[config.mk]
export PLATFORM = sky130hd
export DESIGN_NAME = snapshot_capture_ctrl
export DESIGN_NICKNAME = d
export VERILOG_FILES = /design/src/rtl/snapshot_capture_ctrl.sv
export SDC_FILE = /design/constraint.sdc
export NUM_CORES = 1
export LEC_CHECK = 0
export ABC_CLOCK_PERIOD_IN_PS = 2100
export CELL_PAD_IN_SITES_DETAIL_PLACEMENT = 1
export CELL_PAD_IN_SITES_GLOBAL_PLACEMENT = 1
export CORE_ASPECT_RATIO = 0.7
export CORE_MARGIN = 4
export CORE_UTILIZATION = 27
export DETAILED_ROUTE_END_ITERATION = 7
export MAX_ROUTING_LAYER = met4
export PLACE_DENSITY = 0.8
export SLEW_MARGIN = 20
export SYNTH_ARGS = -nofsm -noshare
export SYNTH_HDL_FRONTEND = slang
export SYNTH_SLANG_ARGS = --single-unit
[constraint.sdc]
create_clock -name user_clk -period 2.1 [get_ports user_clk]
set_input_delay 0.525 -clock user_clk [delete_from_list [all_inputs] [get_ports user_clk]]
set_output_delay 0.525 -clock user_clk [all_outputs]
set_load 0.05 [all_outputs]
[src/rtl/snapshot_capture_ctrl.sv]
`default_nettype none
// ============================================================================
// Module   : snapshot_capture_ctrl
// Brief    : Software-armed snapshot capture into a BRAM write port.
// Revision : 1.0 - initial release
// ============================================================================
module snapshot_capture_ctrl #(
    parameter int DATA_W = 64,
    parameter int ADDR_W = 10
) (
    input  logic              user_clk,
    input  logic              user_rst,
    input  logic [31:0]       ctrl,
    input  logic [DATA_W-1:0] din,
    input  logic              din_valid,
    input  logic              trig_in,
    output logic [ADDR_W-1:0] bram_addr,
    output logic [DATA_W-1:0] bram_data,
    output logic              bram_we,
    output logic [31:0]       status
);

    localparam logic [1:0] S_IDLE    = 2'd0;
    localparam logic [1:0] S_ARMED   = 2'd1;
    localparam logic [1:0] S_CAPTURE = 2'd2;
    localparam logic [1:0] S_DONE    = 2'd3;

    localparam logic [ADDR_W:0] C_LAST = {1'b0, {ADDR_W{1'b1}}};

    logic [1:0]        r_state;
    logic [31:0]       r_ctrl_q;
    logic [ADDR_W:0]   r_count;
    logic              r_done;
    logic              r_we;
    logic [ADDR_W-1:0] r_addr;
    logic [DATA_W-1:0] r_data;
    logic [31:0]       r_status;

    logic w_arm_edge;
    logic w_trig_hit;
    logic w_capture;
    logic w_write;
    logic w_abort;
    logic w_busy;
    logic [31:0] w_status;
    logic w_unused_ctrl;

    assign w_arm_edge    = ctrl[0] & ~r_ctrl_q[0];
    assign w_abort       = ctrl[3];
    assign w_trig_hit    = ctrl[1] | trig_in;
    assign w_capture     = (r_state == S_CAPTURE) || ((r_state == S_ARMED) && w_trig_hit);
    assign w_write       = w_capture && (!ctrl[2] || din_valid);
    assign w_busy        = (r_state == S_ARMED) || (r_state == S_CAPTURE);
    assign w_unused_ctrl = ^{ctrl[31:4], r_ctrl_q[31:1]};

    always_comb begin
        w_status             = '0;
        w_status[31]         = r_done;
        w_status[30]         = w_busy;
        w_status[ADDR_W:0]   = r_count;
    end

    always_ff @(posedge user_clk) begin
        if (user_rst) begin
            r_state  <= S_IDLE;
            r_ctrl_q <= '0;
            r_count  <= '0;
            r_done   <= 1'b0;
            r_we     <= 1'b0;
            r_addr   <= '0;
            r_data   <= '0;
            r_status <= '0;
        end else begin
            r_ctrl_q <= ctrl;
            r_we     <= 1'b0;
            r_status <= w_status;
            // Abort dominates arm edges and triggers; the count is kept for software.
            if (w_abort) begin
                r_state <= S_IDLE;
                r_done  <= 1'b0;
            end else begin
                case (r_state)
                    S_IDLE, S_DONE: begin
                        if (w_arm_edge) begin
                            r_state <= S_ARMED;
                            r_done  <= 1'b0;
                            r_count <= '0;
                        end
                    end
                    S_ARMED, S_CAPTURE: begin
                        if (w_capture) begin
                            r_state <= S_CAPTURE;
                        end
                        if (w_write) begin
                            r_we    <= 1'b1;
                            r_addr  <= r_count[ADDR_W-1:0];
                            r_data  <= din;
                            r_count <= r_count + 1'b1;
                            if (r_count == C_LAST) begin
                                r_state <= S_DONE;
                                r_done  <= 1'b1;
                            end
                        end
                    end
                    default: r_state <= S_IDLE;
                endcase
            end
        end
    end

    assign bram_we   = r_we;
    assign bram_addr = r_addr;
    assign bram_data = r_data;
    assign status    = r_status;

endmodule
`default_nettype wire

==> metrics.md <==
| Metric | Value |
|---|---|
| Netlist cell types | `41` |
| HP Class | `reg2reg` |
| Cell count after synthesis | `477` |
| Clock Sinks | `103` |
| Leakage | `0.002041 uW` |
| Crit-path slowest cell | `clkdlybuf4s50_1` |
| Starting Density | `27.78%` |
| Post-synth EDFFs | `0` |
| Reg2reg setup slack | `0.13 ns` |
| # Post-CTS Setup Buffers | `0` |
| Vias/cell | `4.509` |
| Worst-path clk slew | `0.07 ns` |
| Max cap viols | `0` |
| Worst r2r path cells | `6` |
| PD cells | `642.5 mW/mm2` |
| Post-route setup TNS | `0 ns` |
| Htree depth | `3` |
| Boundary pin count | `207` |
| Clock skew | `0.004885 ns` |
| Dpl hpwl | `9310 um` |
| # rows | `36` |
| Number of global-route vias before repair | `3967` |
| Synth area leader | `dfxtp_1` |
| Crit path launch | `bram_data[28]` |
| Initial antenna violation count | `0` |
| Die Width | `151.7 um` |
| Period minus WS final | `2.033 ns` |
| Flops & latches, synth | `103` |
| Area of the core | `0.01405 mm2` |
| Slew @ Worst Pin | `0.5896 ns` |
| Drt pass-1 iters | `4` |
| Placer Congestion | `0.8665` |
| Synth Area per Inst | `8.184 um2` |
| Critical Path AT | `1.51 ns` |
| Filler Cells Inserted | `1669` |
| CP peak stage delay | `0.83 ns` |
| I/O Buffers | `159` |
| Crit start category | `flop` |
| Final Hold Viols | `0` |
| Slew margin rel. | `60.69%` |
| Max VDD drop | `0.3594 mV` |
| CP Max Fanout | `2` |
| Async set or reset register ratio after synthesis | `0%` |
| Critical path, cell by cell | `clkdlybuf4s50_1` |
| Unrepaired setup endpoints after global routing | `no` |
| TritonCTS clock tree | `yes` |
| Die area | `0.01648 mm2` |
| Period utilization | `96.79%` |
| ANT cells | `0` |
| Placed Cells | `809` |
| CTS Buf Count | `9` |
| Die Y | `108.6 um` |
| Max Buffers Root-to-Sink | `2` |
| Outcome | `finished clean` |
| Peak Freq | `492.0 MHz` |
| Yosys warnings | `0` |
| Final std cells w/o fill | `825` |
| Vias | `3720` |
| Worst path depth | `1` |
| Initial drt markers | `153` |
| Largest net degree at the start of global routing | `53` |
| Gr ovfl total | `0` |
| R2r startpoint | `r_state[0]` |
| DRC | `0` |
| DRT antenna net count | `0` |
| Final Slew Violations | `0` |
| Crit Path Class | `reg2out` |
| Worst skew pair latency | `0.33 ns` |
| Layout cells sized above 1 | `7.244%` |
| Clock Root Buffer | `clkbuf_16` |
| Hold Buf Count CTS | `0` |
| Mapped Area | `0.003904 mm2` |
| Final WL | `12490 um` |
| # setup viols final | `0` |
| RR Endpoint | `r_count[9]` |
| CP endpoint kind | `output pin` |
| Synthesis-to-layout area growth | `52.69%` |
| Ys flop type | `dfxtp_1` |
| Crit path buf inv count | `1` |
| Nets | `733` |
| Wire per inst | `15.14 um` |
| Top cells by area, synth | `dfxtp_1 53%, nand2_1 15%, a21oi_1 10%` |
| GRT Resource Usage Total | `15.42%` |
| Required time of the critical path | `1.57 ns` |
| First-pass GRT wire length | `19610 um` |
| Critical Path End | `bram_data[28]` |
| Yosys top cell area share | `52.82%` |
| Crit path max-delay family | `buffers and inverters` |
| Register area share after synthesis | `52.82%` |
report_power, final:
| group | internal (uW) | switching, uW |
|---|---|---|
| combinational | 143 | 174 |
| sequential | 1960 | 2.71 |
| clock | 835 | 717 |
| total | 2940 | 894 |
cell type report:
class | count | area (um2) | share of cell area (%)
clock buffers | 11 | 242.7 | 4.072
clock inverters | 5 | 33.78 | 0.5668
inverters | 7 | 26.28 | 0.4408
multi-input cells | 335 | 1608 | 26.97
flip-flops and latches | 103 | 2062 | 34.59
well taps | 190 | 237.7 | 3.988
repair buffers | 174 | 1750 | 29.37
stage by stage:
step                total power (uW)  util, %  worst slack [ns]  hold WS [ns]  area [um2]
finish                          3830    42.41           0.06736        0.4436        5961
floorplan                       2176        -            0.2049        0.4107        3971
global placement                2313    40.38           -0.1623        0.4270        5675
CTS                             3890    42.35           0.02617        0.4516        5952
detailed placement              2320    40.38           -0.3221        0.4365        5675
global route                    4001    42.41          0.003266        0.4691        5961
how the worst min path moves through the flow:
stage | start | endpoint | slack [ns] | cells past startpoint
floorplan | r_done | status[31] | 0.41 | 2
global placement | r_done | status[31] | 0.43 | 2
detailed placement | r_done | status[31] | 0.44 | 2
CTS | r_done | status[31] | 0.45 | 2
global route | bram_data[33] | bram_data[33] | 0.47 | 2
finish | r_done | status[31] | 0.44 | 2
cells in the final DEF, fill, tap and decap left out, drive strengths merged, types with 4 or more instances in the layout:
cell type and instances:
conb 19, nand3 6, a21oi 80, nand2 159, a311oi 4, o21ai 5, clkdlybuf4s50 149, inv 7
dfxtp 103, clkbuf 11, nor2 13, nor2b 13, buf 24
kinds of logic (layout without fill, tap and decap cells):
family | after synthesis | after routing | synth area share (%)
mux | 1 | 1 | 0.2564
flops | 103 | 103 | 52.82
buf+inv | 57 | 197 | 8.013
simple gates | 206 | 206 | 22.50
other cells | 1 | 19 | 0.09606
fa+ha+maj | 3 | 3 | 0.9616
compound gates | 106 | 106 | 15.35
layer usage:
layer | wire, um | up-vias | share of wire (%) | track usage [%]
met5 | 0 | - | 0 | -
met4 | 115 | 0 | 0.92 | 3.269
met3 | 1088 | 12 | 8.7 | 5.572
met2 | 5747 | 129 | 46 | 25.10
met1 | 5540 | 1739 | 44 | 18.48
li1 | - | 1840 | - | -
flip-flops by register name (all words and copies together), names as in the netlist:
| signal | count |
|---|---|
| r_count | 11 |
| status | 13 |
| r_done | 1 |
| bram_data | 64 |
| bram_addr | 10 |
| bram_we | 1 |
| r_state | 2 |
| r_ctrl_q | 1 |
repair_timing:
item / 4_1_cts / 5_1_grt
endpoints found under the hold margin: 0 / 0
setup endpoints to repair: 0 / 18
gates resized for setup: 0 / 4
Yosys cell counts, types with 4 or more instances:
| master | number |
|---|---|
| nor2_1 | 13 |
| buf_4 | 21 |
| inv_1 | 7 |
| a311oi_1 | 4 |
| nand2_1 | 159 |
| clkbuf_1 | 12 |
| o21ai_0 | 5 |
| nor2b_1 | 13 |
| dfxtp_1 | 103 |
| nand3_1 | 4 |
| buf_2 | 16 |
| a21oi_1 | 80 |
Note: power is estimated with default switching activity, not from simulation.
